## src/rtl/tone_scheduler_pkg.sv

```systemverilog
// Shared types and constants for the tone scheduler: FSM state encoding,
// tone index width, melody start note and a timer-width helper.
package tone_scheduler_pkg;

  localparam int NUM_W = 2;

  // Game-over melody starts on the highest note and walks downwards.
  localparam logic [NUM_W-1:0] MELODY_START = 2'd3;

  typedef enum logic [2:0] {
    IDLE   = 3'd0,
    S_TONE = 3'd1,
    S_GAP  = 3'd2,
    PLAYER = 3'd3,
    OVER   = 3'd4
  } state_e;

  // Width needed to hold the largest cycle count; never narrower than one bit.
  function automatic int timer_width(input int a, input int b, input int c);
    int m;
    m = (a > b) ? a : b;
    m = (m > c) ? m : c;
    return (m > 1) ? $clog2(m) : 1;
  endfunction

endpackage

```

## src/rtl/tone_scheduler_if.sv

```systemverilog
// Bundle of the Simon handshake, player buttons, game-over level and the
// shared tone/LED outputs. The scheduler is the slave; its driver is the master.
interface tone_scheduler_if;
  import tone_scheduler_pkg::*;

  logic             simon_turn;
  logic             simon_req;
  logic [NUM_W-1:0] simon_num;
  logic             simon_ack;
  logic             player_valid;
  logic [NUM_W-1:0] player_num;
  logic             game_over;
  logic [NUM_W-1:0] num;
  logic             pressed;
  logic             busy;

  modport master (
    output simon_turn, simon_req, simon_num, player_valid, player_num, game_over,
    input  simon_ack, num, pressed, busy
  );

  modport slave (
    input  simon_turn, simon_req, simon_num, player_valid, player_num, game_over,
    output simon_ack, num, pressed, busy
  );
endinterface

```

## src/rtl/tone_scheduler_tone_timer.sv

```systemverilog
// Loadable down-counter shared by the tone, gap and melody-step phases.
// Load wins over enable; the count holds at zero rather than wrapping.
module tone_timer #(
  parameter int W = 2
) (
  input  logic         clk,
  input  logic         reset,
  input  logic         load,
  input  logic [W-1:0] value,
  input  logic         en,
  output logic         zero
);

  logic [W-1:0] count_q;
  logic [W-1:0] count_d;

  // Next count: reload, decrement toward zero, or hold.
  always_comb begin
    count_d = count_q;
    if (load) begin
      count_d = value;
    end else if (en && (count_q != {W{1'b0}})) begin
      count_d = count_q - {{(W-1){1'b0}}, 1'b1};
    end else begin
      count_d = count_q;
    end
  end

  // Count register, cleared by the asynchronous active-low reset.
  always_ff @(posedge clk or negedge reset) begin
    if (!reset) begin
      count_q <= {W{1'b0}};
    end else begin
      count_q <= count_d;
    end
  end

  assign zero = (count_q == {W{1'b0}});

endmodule

```

## src/rtl/tone_scheduler.sv

```systemverilog
// Arbitrates the shared tone/LED path between Simon playback, player button
// presses and the game-over melody. Game over always wins; Simon tones are
// timed (tone + silent gap) and acknowledged with a one-cycle pulse.
// All outputs are registered from the next-state decode so busy and pressed
// line up with the state they describe.
module tone_scheduler
  import tone_scheduler_pkg::*;
#(
  parameter int TONE_CYCLES      = 25_000_000,
  parameter int GAP_CYCLES       = 12_500_000,
  parameter int OVER_STEP_CYCLES = 10_000_000
) (
  input  logic              clk,
  input  logic              reset,
  tone_scheduler_if.slave   bus
);

  localparam int TW = timer_width(TONE_CYCLES, GAP_CYCLES, OVER_STEP_CYCLES);

  localparam logic [TW-1:0] TONE_LOAD = TW'(TONE_CYCLES - 1);
  localparam logic [TW-1:0] GAP_LOAD  = TW'(GAP_CYCLES - 1);
  localparam logic [TW-1:0] STEP_LOAD = TW'(OVER_STEP_CYCLES - 1);

  state_e           state_q, state_d;
  logic [NUM_W-1:0] num_q, num_d;
  logic             pressed_q, pressed_d;
  logic             busy_q, busy_d;
  logic             ack_q, ack_d;

  logic             timer_load_s;
  logic [TW-1:0]    timer_value_s;
  logic             timer_en_s;
  logic             timer_zero_s;

  tone_timer #(.W(TW)) u_timer (
    .clk   (clk),
    .reset (reset),
    .load  (timer_load_s),
    .value (timer_value_s),
    .en    (timer_en_s),
    .zero  (timer_zero_s)
  );

  // Next-state, latched tone index, timer control and registered-output decode.
  always_comb begin
    state_d       = state_q;
    num_d         = num_q;
    ack_d         = 1'b0;
    timer_load_s  = 1'b0;
    timer_value_s = {TW{1'b0}};
    timer_en_s    = 1'b0;

    case (state_q)
      IDLE: begin
        num_d = {NUM_W{1'b0}};
        if (bus.game_over) begin
          state_d       = OVER;
          num_d         = MELODY_START;
          timer_load_s  = 1'b1;
          timer_value_s = STEP_LOAD;
        end else if (bus.simon_turn && bus.simon_req && !ack_q) begin
          // ack_q still high means this req belongs to the tone just finished.
          state_d       = S_TONE;
          num_d         = bus.simon_num;
          timer_load_s  = 1'b1;
          timer_value_s = TONE_LOAD;
        end else if (!bus.simon_turn && bus.player_valid) begin
          state_d = PLAYER;
          num_d   = bus.player_num;
        end else begin
          state_d = IDLE;
        end
      end

      S_TONE: begin
        if (bus.game_over) begin
          state_d       = OVER;
          num_d         = MELODY_START;
          timer_load_s  = 1'b1;
          timer_value_s = STEP_LOAD;
        end else if (timer_zero_s) begin
          state_d       = S_GAP;
          num_d         = {NUM_W{1'b0}};
          timer_load_s  = 1'b1;
          timer_value_s = GAP_LOAD;
        end else begin
          timer_en_s = 1'b1;
        end
      end

      S_GAP: begin
        num_d = {NUM_W{1'b0}};
        if (bus.game_over) begin
          state_d       = OVER;
          num_d         = MELODY_START;
          timer_load_s  = 1'b1;
          timer_value_s = STEP_LOAD;
        end else if (timer_zero_s) begin
          state_d = IDLE;
          ack_d   = 1'b1;
        end else begin
          timer_en_s = 1'b1;
        end
      end

      PLAYER: begin
        // num_q keeps the button latched at entry; later changes are ignored.
        if (bus.game_over) begin
          state_d       = OVER;
          num_d         = MELODY_START;
          timer_load_s  = 1'b1;
          timer_value_s = STEP_LOAD;
        end else if (!bus.player_valid || bus.simon_turn) begin
          state_d = IDLE;
          num_d   = {NUM_W{1'b0}};
        end else begin
          state_d = PLAYER;
        end
      end

      OVER: begin
        if (!bus.game_over) begin
          state_d = IDLE;
          num_d   = {NUM_W{1'b0}};
        end else if (timer_zero_s) begin
          // Melody walks 3,2,1,0 and wraps back to 3 via 2-bit underflow.
          num_d         = num_q - 2'd1;
          timer_load_s  = 1'b1;
          timer_value_s = STEP_LOAD;
        end else begin
          timer_en_s = 1'b1;
        end
      end

      default: begin
        state_d = IDLE;
        num_d   = {NUM_W{1'b0}};
      end
    endcase

    case (state_d)
      S_TONE, PLAYER, OVER: pressed_d = 1'b1;
      default:              pressed_d = 1'b0;
    endcase

    busy_d = (state_d != IDLE);
  end

  // State and output registers, cleared by the asynchronous active-low reset.
  always_ff @(posedge clk or negedge reset) begin
    if (!reset) begin
      state_q   <= IDLE;
      num_q     <= {NUM_W{1'b0}};
      pressed_q <= 1'b0;
      busy_q    <= 1'b0;
      ack_q     <= 1'b0;
    end else begin
      state_q   <= state_d;
      num_q     <= num_d;
      pressed_q <= pressed_d;
      busy_q    <= busy_d;
      ack_q     <= ack_d;
    end
  end

  assign bus.num       = num_q;
  assign bus.pressed   = pressed_q;
  assign bus.busy      = busy_q;
  assign bus.simon_ack = ack_q;

endmodule

```

## src/flat_wrapper.sv

```systemverilog
// flat-port wrapper written by rule: the top's interface ports become plain ports
module tone_scheduler_flat import tone_scheduler_pkg::*;
#(
  parameter int TONE_CYCLES      = 25_000_000,
  parameter int GAP_CYCLES       = 12_500_000,
  parameter int OVER_STEP_CYCLES = 10_000_000
)
  (clk, reset, bus_simon_turn, bus_simon_req, bus_simon_num, bus_player_valid, bus_player_num, bus_game_over, bus_simon_ack, bus_num, bus_pressed, bus_busy);
  tone_scheduler_if bus_i ();
  input  logic clk;
  input  logic reset;
  input wire logic [$bits(bus_i.simon_turn)-1:0] bus_simon_turn;
  input wire logic [$bits(bus_i.simon_req)-1:0] bus_simon_req;
  input wire logic [$bits(bus_i.simon_num)-1:0] bus_simon_num;
  input wire logic [$bits(bus_i.player_valid)-1:0] bus_player_valid;
  input wire logic [$bits(bus_i.player_num)-1:0] bus_player_num;
  input wire logic [$bits(bus_i.game_over)-1:0] bus_game_over;
  output wire logic [$bits(bus_i.simon_ack)-1:0] bus_simon_ack;
  output wire logic [$bits(bus_i.num)-1:0] bus_num;
  output wire logic [$bits(bus_i.pressed)-1:0] bus_pressed;
  output wire logic [$bits(bus_i.busy)-1:0] bus_busy;
  assign bus_i.simon_turn = bus_simon_turn;
  assign bus_i.simon_req = bus_simon_req;
  assign bus_i.simon_num = bus_simon_num;
  assign bus_i.player_valid = bus_player_valid;
  assign bus_i.player_num = bus_player_num;
  assign bus_i.game_over = bus_game_over;
  assign bus_simon_ack = bus_i.simon_ack;
  assign bus_num = bus_i.num;
  assign bus_pressed = bus_i.pressed;
  assign bus_busy = bus_i.busy;
  tone_scheduler #(.TONE_CYCLES(TONE_CYCLES), .GAP_CYCLES(GAP_CYCLES), .OVER_STEP_CYCLES(OVER_STEP_CYCLES)) u_core (.clk(clk), .reset(reset), .bus(bus_i));
endmodule
```

## config.mk

```make
export PLATFORM = sky130hd
export DESIGN_NAME = tone_scheduler_flat
export DESIGN_NICKNAME = d
export VERILOG_FILES = /design/src/rtl/tone_scheduler_pkg.sv /design/src/rtl/tone_scheduler_if.sv /design/src/rtl/tone_scheduler_tone_timer.sv /design/src/rtl/tone_scheduler.sv /design/src/flat_wrapper.sv
export SDC_FILE = /design/constraint.sdc
export NUM_CORES = 1
export LEC_CHECK = 0
export BUFFER_PORTS_ARGS = -buffer_cell sky130_fd_sc_hd__buf_4
export CORE_MARGIN = 2
export CORE_UTILIZATION = 35
export CTS_CLUSTER_SIZE = 8
export DETAILED_ROUTE_END_ITERATION = 8
export PLACE_DENSITY = 0.63
export SLEW_MARGIN = 30
export SYNTH_ARGS = -nofsm -noshare
export SYNTH_HDL_FRONTEND = slang
export SYNTH_HIERARCHICAL = 1
export SYNTH_SLANG_ARGS = --single-unit
```

## constraint.sdc

```tcl
create_clock -name clk -period 4.2 [get_ports clk]
set_input_delay 0.84 -clock clk [delete_from_list [all_inputs] [get_ports clk]]
set_output_delay 0.84 -clock clk [all_outputs]
set_load 0.005 [all_outputs]
```

# Word-level counts from Yosys, hierarchy flattened

Cells that the tools add are included.

Output and inout bits: 5
Bits in registers: 33

Multiplexer cells: 46
Equality and inequality tests: 10
Reductions and logical operators: 17
$add $sub $neg: 2

Operators by type and width:

| operator              | number |
|---|---|
| $mux 25               | 6 |
| $pmux 25 s4           | 1 |
| $mux 24               | 3 |
| $logic_not 25->1      | 1 |
| $reduce_bool 25->1    | 1 |
| $sub 25x1->25 const B | 1 |
| $mux 2                | 12 |
| $mux 3                | 8 |
| $pmux 3 s5            | 1 |
| $mux 1                | 12 |
| $pmux 2 s5            | 1 |
| $eq 3x2->1 const B    | 3 |
| $ne 3x2->1 const B    | 3 |
| $eq 3x1->1 const B    | 2 |
| $eq 3x3->1 const B    | 2 |
| $logic_and 1x1->1     | 4 |
| $pmux 1 s4            | 1 |
| $reduce_or 2->1       | 2 |
| $logic_not 1->1       | 3 |
| $logic_not 3->1       | 1 |
| $reduce_and 3->1      | 1 |
| $reduce_bool 3->1     | 1 |
| $reduce_or 3->1       | 1 |
| $pmux 1 s2            | 1 |
| 3 further kinds       | 3 |

# Longest topological paths before layout

Gate-level depths: netlist of the first run.

Depth after elaboration: 9
Gate-level depth with buffers: 16
Depth with buffers taken out: 12

# Hierarchy

Netlist of the first run, hierarchy kept.

Modules (own cells, without submodules):

| module         | times used | cells an instance | area each (um^2) | sequential area each (um^2) |
|---|---|---|---|---|
| tone_timer     | 1          | 197               | 1622.8           | 625.6 |
| tone_scheduler | 1          | 79                | 639.4            | 200.2 |

# Least setup slack after synthesis of the first run

No wires, ideal clock.

Path kind: register to register
Start point: register u_core.u_timer.count_q[0]
End point: register u_core.u_timer.count_q[15]
Arrival time: 3.293 ns
Cell stages (with the launch flop): 15
Clock period less this slack: 3.424 ns
Setup slack: 0.776 ns
Data required time: 4.070 ns
Library setup time: 0.130 ns
Buffers on the path: 4
Cells stage by stage: dfrtp_1 > inv_1 > ha_1 > or4b_1 > or3_4 > nor3_4 > buf_6 > buf_8 > buf_2 > a21oi_1 > o31ai_1 > clkinv_1 > clkbuf_1 > o211ai_1 > nand3_1

Elaborated cells on any way between the ends: 20

RTL lines:

| element                                      | RTL line                                    | RTL |
|---|---|---|
| start, declared                              | tone_scheduler_tone_timer.sv:14             | `logic [W-1:0] count_q;` |
| start signal, assigned                       | tone_scheduler_tone_timer.sv:32             | `count_q <= {W{1'b0}};` |
| start signal, assigned                       | tone_scheduler_tone_timer.sv:34             | `count_q <= count_d;` |
| $logic_not 25->1 *                           | tone_scheduler_tone_timer.sv:38             | `assign zero = (count_q == {W{1'b0}});` |
| via u_core.timer_zero_s                      | tone_scheduler.sv:33                        | `logic timer_zero_s;` |
| $mux 1 *                                     | tone_scheduler.sv:81, tone_scheduler.sv:125 |  |
| $mux 1 (on tied branches)                    | tone_scheduler.sv:122, tone_scheduler.sv:76 |  |
| $pmux 1 s4 *                                 | tone_scheduler.sv:53                        | `case (state_q)` |
| via u_core.timer_load_s                      | tone_scheduler.sv:30                        | `logic timer_load_s;` |
| $mux 25 or $reduce_bool 2->1 (tied branches) | -                                           |  |

Mark *: on every way through the listed nets, which the timed path passes. The rest lies on a longest branch. The select of a mux whose other input is x is not followed.
A chain may end at the register's enable or synchronous reset.

# Final worst setup path of the first run

Start point: register u_core.u_timer.count_q[0]
End point: register u_core.u_timer.count_q[5]

Same word-level chain as after synthesis.

==> out/results.txt, run 1 <==
Number of max-cap violations = 0
DP Wirelength = 3922 microns
Worst Slack Setup Final = 637.2 ps
Vias in the first global route = 1978
Antenna cells = 0
GRT Overall Usage = 16.66%
Global-route wire length before repair = 9749 microns
Post-synth top area share = 36.50%
P_leak = 0.0009888 uW
Post-CTS setup buffers = 0
Number of cells on the worst reg-to-reg path = 14
I/O Pins = 15
Most frequent cell after synthesis = dfrtp_1
Worst-Skew Late Latency = 280 ps
Max VDD drop = 0.0001788 V
CP required = 4350 ps
Worst setup endpoint = u_core/u_timer/count_q[5]$_DFFE_PN0P_
Simple-Gate Fraction of Synth Area = 33.13%
Synth Area in Compound Gates = 19.14%
Worst-Margin Slew = 727.4 ps
Synth Area in XOR/XNOR = 1.493%
Total grt overflow = 0
Clock-pin slew on the worst setup and hold paths = 70 ps
Worst path bufs/invs = 4
Yosys reg bits = 33
CP Cell Sequence = inv_1, ha_1, or4b_1, or3_4, nor3_4, nand2b_1, o21ai_0, nand2_1, o31ai_2, buf_4, clkinv_1, buf_4, nor2_1, a31oi_1
Total Die Area = 7123 sq um
Async S/R FF share, synth = 100.0%
Critical Path AT = 3710 ps
Port bufs = 14
TritonCTS Buffers = 5
Crit path max-delay family = simple AND/OR/NAND/NOR gates
Post-CTS sizing = 0
Detail Route Antenna Nets = 0
H-tree levels = 2
Crit. End Element = register
Sum Neg Setup Slack = 0 ps
Delay of the slowest critical-path stage = 450 ps
Synth top cells by count = dfrtp_1 (33), nor2_1 (28), nand2_1 (26), o21ai_0 (19), nand3_1 (18)
RSZ-0062 raised after global routing = false
Minimum clock period = 3563 ps
R2R Path End = u_core/u_timer/count_q[5]$_DFFE_PN0P_
Synth area leaders = dfrtp_1 (37%), nor2_1 (4.6%), nand2_1 (4.3%), o21ai_0 (4.2%), a31oi_1 (4.1%)
YS warnings = 6
Cts hold-fix bufs = 0
Crit-path most repeated cell = buf_4
Crit path from = u_core/u_timer/count_q[0]$_DFFE_PN0P_
CTS tree = yes
Setup-failing EPs final = 0
Final period util = 84.83%
CP max FO = 35
# rows = 29
Pre-CTS WS = 662.2 ps
First-pass DRT Iterations = 5
WL per Instance = 15.50 microns
Rel. slew slack = 51.21%
Vias = 2125
Post-synthesis mux area share = 1.106%
Power density over the cells = 369.8 nW/um^2
Gpl congestion = 0.8380
Core ar. = 6314 sq um
Crit-path slowest cell = or4b_1
Initial Util = 35.83%
Drt total wl = 5625 microns
Outcome = completed
Synth area leader = dfrtp_1
Share of cells above drive strength 1 = 12.94%
Final Hold Fails = 0
Pin count of the biggest net entering global routing = 36
Post-Synth Adder-Cell Area = 1.106%
R2R setup slack = 640 ps
Sequential element share of the synthesized area = 36.50%
CTS Sinks = 33
Fmax = 280.7 MHz
Slew Viols, Final = 0
DRC viols = 0
Syn Std Cell Area = 2262 sq um
Chip width = 84.40 microns
Vias per cell = 5.854
Setup crit start kind = register
P&R area growth vs syn = 9.679%
Mapped Avg Cell Area = 8.196 sq um
Hold WC Path Type = input pin to async pin
Final hold slack = 494.8 ps
Largest family of logic cells by synthesized area = simple AND/OR/NAND/NOR gates
Initial antenna violation count = 0
Root buffer cell = clkbuf_8
CP Depth = 14
Crit Path Class = register to register
Top_reg_cell synth = dfrtp_1
Number of enable flip-flop cells after synthesis = 0
First DRT Iteration DRCs = 144
Synth cell types = 52
Critical R2R Launch = u_core/u_timer/count_q[0]$_DFFE_PN0P_
Nets = 297
Layout Skew = 4.221 ps
Post-synthesis cell count = 276
Maximum clock insertion buffer count = 2
Die Ht = 84.40 microns
metal layers:
layer	wire length (microns)	vias up	GRT usage, %
li1	-	1043	-
met1	2722	1003	24.29
met2	2565	75	25.90
met3	295	4	3.245
met4	41	0	3.463
met5	0	-	0
worst min-delay path by stage:
| stage | end | slack, ps | depth (start not counted) |
|---|---|---|---|
| 6_report | u_core/u_timer/count_q[2]$_DFFE_PN0P_ | 490 | 1 |
| 5_1_grt | u_core/u_timer/count_q[4]$_DFFE_PN0P_ | 520 | 1 |
| 4_1_cts | u_core/u_timer/count_q[2]$_DFFE_PN0P_ | 510 | 1 |
| 3_5_place_dp | u_core/bus.num[1]$_DFFE_PN0P_ | 540 | 1 |
| 3_3_place_gp | u_core/u_timer/count_q[17]$_DFFE_PN0P_ | 530 | 2 |
| 2_1_floorplan | u_core/u_timer/count_q[17]$_DFFE_PN0P_ | 510 | 2 |
metrics by stage:
| stage | std cells | instance area (sq um) | utilization [%] | power (uW) |
|---|---|---|---|---|
| 3_5_place_dp | 355 | 2399 | 37.99 | 687.9 |
| 4_1_cts | 363 | 2481 | 39.30 | 926.2 |
| 6_report | 363 | 2481 | 39.30 | 917.6 |
| 2_1_floorplan | 277 | 2266 | - | 606.2 |
| 5_1_grt | 363 | 2481 | 39.30 | 984.1 |
| 3_3_place_gp | 355 | 2389 | 37.83 | 677.7 |
cell usage in the layout (no fill, tap or decap), types with 3 or more instances in the layout:
master,instances
o21ai_0,19
a32oi_1,3
or4_1,10
a21oi_1,4
nor3_1,9
dfrtp_1,33
nor4_1,3
nand4_1,8
a31oi_1,15
nor2_1,28
nand2_1,26
clkbuf_8,5
nand2b_1,4
o31ai_1,3
or3_1,13
inv_1,13
nand3_1,18
o31ai_2,3
buf_4,18
o211ai_1,8
report_power, final:
group          switching, uW  internal [uW]
logic                    147            103
clock network            118            115
registers               66.1            369
total                    331            587
state kept, by name, indices dropped and copies added (netlist names):
name	cells
u_core/bus.simon_ack	1
u_core/bus.num	2
u_core/state_q	3
u_core/bus.busy	1
u_core/u_timer/count_q	25
u_core/bus.pressed	1
cell type report:
type,count,area (sq um)
fill,658,3832
tap,77,96.34
multi-input combinational,213,1289
timing repair buffer,18,135.1
clock inverter,2,10.01
sequential,33,825.8
clock buffer,6,72.57
inverter,14,52.55
worst reg2reg max path, cell delays in order, from the launching register on:
cell	delay, ps
dfrtp_1	430
inv_1	110
ha_1	160
or4b_1	450
or3_4	440
nor3_4	390
nand2b_1	140
o21ai_0	170
nand2_1	140
o31ai_2	80
buf_4	300
clkinv_1	100
buf_4	260
nor2_1	190
a31oi_1	60
cell families after synthesis:
family                   Yosys count
AO/OA/AOI/OAI                     66
XOR/XNOR                           3
adder cells (fa/ha/maj)            2
buffers and inverters             31
flip-flops                        33
multiplexers                       2
other                              1
AND/OR/NAND/NOR                  138
Power figures use the tool's default switching activity.
==> run 2, diff against run 1 <==
--- a/config.mk
+++ b/config.mk
@@ -10,7 +10,7 @@
 export CORE_UTILIZATION = 35
 export CTS_CLUSTER_SIZE = 8
 export DETAILED_ROUTE_END_ITERATION = 8
-export PLACE_DENSITY = 0.63
+export PLACE_DENSITY = 0.65
 export SLEW_MARGIN = 30
 export SYNTH_ARGS = -nofsm -noshare
 export SYNTH_HDL_FRONTEND = slang
==> constraint.sdc (replaced) <==
create_clock -name clk -period 3 [get_ports clk]
set_input_delay 0.6 -clock clk [delete_from_list [all_inputs] [get_ports clk]]
set_output_delay 0.6 -clock clk [all_outputs]
set_load 0.005 [all_outputs]
==> run 2 against run 1 <==
  * Maximum frequency rose by 25%
  * Non-clock buffer count up 15
  * Sequential power grew 37%
  * Critical path type unchanged
  * Via count up 4.5%
  * Utilization up 2.5 points
  * Critical path depth is the same
  * Register-to-register slack got worse by 480 ps
==> out/results.txt, run 2 (synthesis results as in run 1) <==
CTS Sinks = 33 (unchanged)
Final period util = 94.65% (+9.8 points)
Root buffer cell = clkbuf_8
Number of max-cap violations = 0 (unchanged)
Setup crit start kind = register
Drt total wl = 5785 microns (+2.8%)
Critical R2R Launch = u_core/u_timer/count_q[0]$_DFFE_PN0P_
TritonCTS Buffers = 5 (unchanged)
CP required = 3160 ps (-1190 ps)
Met1 Usage GRT = 23.23% (-1.1 points)
Core ar. = 6314 sq um (unchanged)
Crit. End Element = register
Clock-pin slew on the worst setup and hold paths = 70 ps (about the same)
Outcome = completed
Nets = 312 (+5.1%)
Met2 Use GR = 27.85% (+1.9 points)
Port bufs = 14 (unchanged)
GR Util met3 = 3.343% (+0.098 points)
Vias in the first global route = 2024 (+2.3%)
Die Ht = 84.40 microns (unchanged)
Crit-path slowest cell = or4b_4
WL per Instance = 15.34 microns (-0.97%)
Initial antenna violation count = 0 (unchanged)
Delay of the slowest critical-path stage = 460 ps (about the same)
Final Hold Fails = 0 (unchanged)
Slew Viols, Final = 0 (unchanged)
# rows = 29 (unchanged)
CP max FO = 12 (-66%)
Chip width = 84.40 microns (unchanged)
Fmax = 352.2 MHz (+25%)
Crit Path Class = register to register
Worst-Skew Late Latency = 280 ps (about the same)
Critical Path AT = 3000 ps (-710 ps)
Number of cells on the worst reg-to-reg path = 14 (unchanged)
H-tree levels = 2 (unchanged)
First DRT Iteration DRCs = 204 (+42%)
Worst-Margin Slew = 799.7 ps (+72.28 ps)
Total Die Area = 7123 sq um (unchanged)
GR peak layer = met2
Finished Layout Cells = 377 (+3.9%)
Pin count of the biggest net entering global routing = 34 (-5.6%)
P&R area growth vs syn = 16.70%
Most common cell after layout, fill and taps aside = dfrtp_1
RSZ-0062 raised after global routing = false
Max reg flops = 25 (unchanged)
Vias = 2221 (+4.5%)
Vias per cell = 5.891 (+0.64%)
R2R setup slack = 160 ps (-480 ps)
Top reg by flops = u_core/u_timer/count_q
Maximum clock insertion buffer count = 2 (unchanged)
Setup-failing EPs final = 0 (unchanged)
P_leak = 0.001079 uW (+9.1%)
Initial Util = 35.83% (unchanged)
CP Cell Sequence = inv_1, ha_1, or4b_4, or3_4, nor3_4, buf_12, nand2b_4, o21ai_1, nand2_2, o31ai_4, clkinv_2, buf_4, o211ai_1, nand3_1
Antenna cells = 0 (unchanged)
GRT Overall Usage = 17.04% (+0.37 points)
Cell area after layout = 2640 sq um (+6.4%)
CTS tree = yes
Power density over the cells = 509.4 nW/um^2 (+38%)
Global-route wire length before repair = 9860 microns (+1.1%)
Most frequent cells in the layout = dfrtp_1 (33), buf_4 (32), nor2_1 (28)
First-pass DRT Iterations = 5 (unchanged)
Max VDD drop = 0.0002474 V (+38%)
Minimum clock period = 2839 ps (-723.4 ps)
Rel. slew slack = 46.37% (-4.8 points)
Detail Route Antenna Nets = 0 (unchanged)
Share of cells above drive strength 1 = 18.33% (+5.4 points)
DP Wirelength = 4073 microns (+3.9%)
R2R Path End = u_core/u_timer/count_q[6]$_DFFE_PN0P_
Total grt overflow = 0 (unchanged)
Gpl congestion = 0.8551 (+2.0%)
Hold WC Path Type = input pin to async pin
Cts hold-fix bufs = 0 (unchanged)
Total power = 1345 uW (+47%)
I/O Pins = 15 (unchanged)
Placed cells = 368 (+3.7%)
DRC viols = 0 (unchanged)
Placed inst area = 2524 sq um (+5.2%)
Layout Skew = 2.477 ps (-1.743 ps)
Filler cell count = 668 (+1.5%)
run 2: through the flow:
stage                     hold slack [ps]  utilization (%)  setup WS [ps]  TNS [ps]
after detailed placement            524.8            39.97          65.92         0
after global routing                292.7            41.82          8.741         0
final                               265.4            41.82          160.5         0
after global placement              537.2            39.89          137.2         0
after CTS                           275.7            41.34          46.79         0
after floorplan                     304.4                -         -102.8     -1370
run 2: how the worst max path moves through the flow:
| stage | from | to | slack (ps) | cells past startpoint |
|---|---|---|---|---|
| after floorplan | u_core/u_timer/count_q[0]$_DFFE_PN0P_ | u_core/u_timer/count_q[15]$_DFFE_PN0P_ | -100 | 14 |
| after global routing | u_core/u_timer/count_q[0]$_DFFE_PN0P_ | u_core/u_timer/count_q[17]$_DFFE_PN0P_ | 9 | 14 |
| after CTS | u_core/u_timer/count_q[0]$_DFFE_PN0P_ | u_core/u_timer/count_q[6]$_DFFE_PN0P_ | 50 | 13 |
| after detailed placement | u_core/u_timer/count_q[0]$_DFFE_PN0P_ | u_core/u_timer/count_q[6]$_DFFE_PN0P_ | 70 | 13 |
| final | u_core/u_timer/count_q[0]$_DFFE_PN0P_ | u_core/u_timer/count_q[6]$_DFFE_PN0P_ | 160 | 14 |
| after global placement | u_core/u_timer/count_q[0]$_DFFE_PN0P_ | u_core/u_timer/count_q[23]$_DFFE_PN0P_ | 140 | 10 |
run 2: worst max-delay path: cells and delay by family, from the launching register on:
family	cells	cell delay, ps
simple gates	6	1280
buf+inv	4	590
flops	1	390
compound gates	3	300
fa+ha+maj	1	150
run 2: what timing repair did:
action / CTS / global route
buffers inserted: 0 / 2
setup endpoints to repair: 0 / 23
gates resized for setup: 0 / 1
run 2: per-layer routing:
| layer | wire, microns | vias up |
|---|---|---|
| met5 | 0 | - |
| met4 | 57 | 0 |
| met3 | 287 | 6 |
| met2 | 2767 | 76 |
| met1 | 2671 | 1069 |
| li1 | - | 1070 |
run 2: power breakdown:
part           internal [uW]  switching [uW]  total [uW]
Sequential               518            78.6         596
Combinational            177             231         408
Clock                    182             158         340
run 2: cell type report:
type                            instances  area (sq um)  area share, %
Tap cell                               77         96.34          3.649
Inverter                               14         53.80          2.038
Timing Repair Buffer                   33         260.3          9.858
Clock buffer                            7         86.33          3.270
Multi-Input combinational cell        213          1318          49.91
Sequential cell                        33         825.8          31.28
==> run 3, diff against run 2 <==
--- a/config.mk
+++ b/config.mk
@@ -10,7 +10,8 @@
 export CORE_UTILIZATION = 35
 export CTS_CLUSTER_SIZE = 8
 export DETAILED_ROUTE_END_ITERATION = 8
-export PLACE_DENSITY = 0.65
+export MAX_ROUTING_LAYER = met4
+export PLACE_DENSITY = 0.63
 export SLEW_MARGIN = 30
 export SYNTH_ARGS = -nofsm -noshare
 export SYNTH_HDL_FRONTEND = slang
==> constraint.sdc (replaced) <==
create_clock -name clk -period 2.62 [get_ports clk]
set_input_delay 0.393 -clock clk [delete_from_list [all_inputs] [get_ports clk]]
set_output_delay 0.393 -clock clk [all_outputs]
set_load 0.005 [all_outputs]
==> run 3 against run 2 <==
  * The run now ends with setup timing left
  * Worst hold slack got worse by 220 ps
  * Total power rose by 37%
  * Highest routed layer unchanged
  * First-iteration DRC count down 33%
  * Die area unchanged
  * Sequential cell count did not move
  * Wire length up 8.9%
  * Sequential power increased by 11%
==> out/results.txt, run 3 (synthesis results as in run 1) <==
Outcome = complete, but fails checks
Failing checks = setup timing
P_leak = 0.001282 uW (+19%)
Most common cell after layout, fill and taps aside = buf_4
Setup crit start kind = register
Met2 WL = 3102 microns (+12%)
Slew Viols, Final = 0 (unchanged)
Layout Skew = 10.09 ps (+7.610 ps)
H-tree levels = 2 (unchanged)
Chip width = 84.40 microns (unchanged)
CP required = 2780 ps (-380 ps)
Delay of the slowest critical-path stage = 450 ps (about the same)
Total grt overflow = 0 (unchanged)
P&R area growth vs syn = 37.06%
Final hold slack = 43.50 ps (-221.9 ps)
Minimum clock period = 2728 ps (-111.8 ps)
Worst path bufs/invs = 4 (unchanged)
Top reg by flops = u_core/u_timer/count_q
CTS tree = yes
First DRT Iteration DRCs = 137 (-33%)
Root buffer cell = clkbuf_8
Fmax = 366.6 MHz (+4.1%)
Power density over the cells = 592.4 nW/um^2 (+16%)
Top Metal Used = met4
CTS Sinks = 33 (unchanged)
Worst-Margin Slew = 676.2 ps (-123.5 ps)
Cts hold-fix bufs = 0 (unchanged)
Share of cells above drive strength 1 = 32.32% (+14 points)
Placed cells = 390 (+6.0%)
# rows = 29 (unchanged)
Pre-CTS WS = -268.8 ps (-334.7 ps)
Worst-Skew Late Latency = 300 ps (+20 ps)
Initial Util = 35.83% (unchanged)
Most frequent cells in the layout = buf_4 (49), dfrtp_1 (33), nand2_1 (22)
Cell area after layout = 3100 sq um (+17%)
Number of max-cap violations = 0 (unchanged)
Max reg flops = 25 (unchanged)
Final period util = 104.1% (+9.5 points)
DP Wirelength = 4161 microns (+2.2%)
Global-route wire length before repair = 10390 microns (+5.4%)
WL met3 = 252 microns (-12%)
R2R setup slack = -110 ps (-270 ps)
Vias = 2309 (+4.0%)
TritonCTS Buffers = 5 (unchanged)
Sum Neg Setup Slack = -1585 ps (-1585 ps)
Number of cells on the worst reg-to-reg path = 12 (-2)
Detail Route Antenna Nets = 0 (unchanged)
Vias per cell = 5.701 (-3.2%)
RSZ-0062 raised after global routing = true
WL per Instance = 15.55 microns (+1.3%)
DRC viols = 0 (unchanged)
Nets = 339 (+8.7%)
R2R Path End = u_core/u_timer/count_q[16]$_DFFE_PN0P_
Placed inst area = 2709 sq um (+7.3%)
Vias in the first global route = 2219 (+9.6%)
I/O Pins = 15 (unchanged)
Max VDD drop = 0.0003241 V (+31%)
Finished Layout Cells = 405 (+7.4%)
First-pass DRT Iterations = 5 (unchanged)
Final Hold Fails = 0 (unchanged)
Initial antenna violation count = 0 (unchanged)
Wl on met1 = 2866 microns (+7.3%)
Crit-path slowest cell = or4b_4
Die Ht = 84.40 microns (unchanged)
Rel. slew slack = 54.65% (+8.3 points)
Crit. End Element = register
GRT Overall Usage = 18.35% (+1.3 points)
Antenna cells = 0 (unchanged)
Crit path max-delay family = simple AND/OR/NAND/NOR gates
CP max FO = 6 (-6)
Core ar. = 6314 sq um (unchanged)
Pin count of the biggest net entering global routing = 34 (unchanged)
Gpl congestion = 0.8566 (+0.18%)
Drt total wl = 6297 microns (+8.9%)
Critical R2R Launch = u_core/u_timer/count_q[0]$_DFFE_PN0P_
Worst Slack Setup Final = -107.7 ps (-268.2 ps)
Total Die Area = 7123 sq um (unchanged)
Critical Path AT = 2890 ps (-110 ps)
Clock-pin slew on the worst setup and hold paths = 80 ps (about the same)
Port bufs = 14 (unchanged)
Maximum clock insertion buffer count = 2 (unchanged)
CP Cell Sequence = inv_2, ha_4, or4b_4, or3_4, nor3_4, buf_12, a21oi_4, o31ai_4, inv_4, clkbuf_16, nor2_4, a31oi_4
Setup-failing EPs final = 23 (+23)
Crit Path Class = register to register
Hold WC Path Type = input pin to async pin
## run 3: cell count changes in the layout (fill, tap and decap cells not counted), sizes merged
cell,delta
bufinv,+1
clkinvlp,+1
clkinv,-1
buf,+24
clkbuf,+2
inv,+1
## run 3: final cells by class
type / instances / area, sq um
Clock buffer: 6 / 82.58
Clock inverter: 2 / 37.54
Fill cell: 636 / 3213
Inverter: 14 / 55.05
Multi-Input combinational cell: 213 / 1449
Sequential cell: 33 / 825.8
Tap cell: 77 / 96.34
Timing Repair Buffer: 60 / 554.3
## run 3: report_power, final
group / internal [uW] / switching, uW
Sequential: 592 / 66.8
Combinational: 311 / 341
Clock: 310 / 216
Total: 1210 / 624
## run 3: worst max path at each step
stage / from / endpoint / slack [ps] / cells after the start
detailed placement: u_core/u_timer/count_q[0]$_DFFE_PN0P_ / u_core/u_timer/count_q[14]$_DFFE_PN0P_ / -270 / 12
global placement: u_core/u_timer/count_q[0]$_DFFE_PN0P_ / u_core/u_timer/count_q[14]$_DFFE_PN0P_ / -230 / 12
floorplan: u_core/u_timer/count_q[0]$_DFFE_PN0P_ / u_core/u_timer/count_q[15]$_DFFE_PN0P_ / -480 / 14
CTS: u_core/u_timer/count_q[0]$_DFFE_PN0P_ / u_core/u_timer/count_q[14]$_DFFE_PN0P_ / -40 / 12
global route: u_core/u_timer/count_q[0]$_DFFE_PN0P_ / u_core/u_timer/count_q[13]$_DFFE_PN0P_ / -210 / 12
finish: u_core/u_timer/count_q[0]$_DFFE_PN0P_ / u_core/u_timer/count_q[16]$_DFFE_PN0P_ / -110 / 12
## run 3: metrics by stage
stage	total power [uW]	util, %
2_1_floorplan	1000	-
3_3_place_gp	1212	42.91
3_5_place_dp	1219	42.91
4_1_cts	1756	45.74
5_1_grt	1954	49.11
6_report	1837	49.11
## run 3: worst reg2reg max path, stage by stage (launching register included)
cell	delay, ps
dfrtp_1	390
inv_2	90
ha_4	130
or4b_4	450
or3_4	360
nor3_4	170
buf_12	150
a21oi_4	70
o31ai_4	330
inv_4	130
clkbuf_16	190
nor2_4	100
a31oi_4	40
## run 3: metal layers
layer,up-vias,track usage (%)
li1,1127,-
met1,1123,24.72
met2,48,28.64
met3,11,3.048
met4,0,5.195
met5,-,-
## run 3: what timing repair did
item                       4_1_cts  5_1_grt
setup buffers                    3        1
resized for setup                8       36
pin swaps                        2        9
cloned                           0        3
hold endpoints to repair         0        0
setup endpoints to repair       29       27
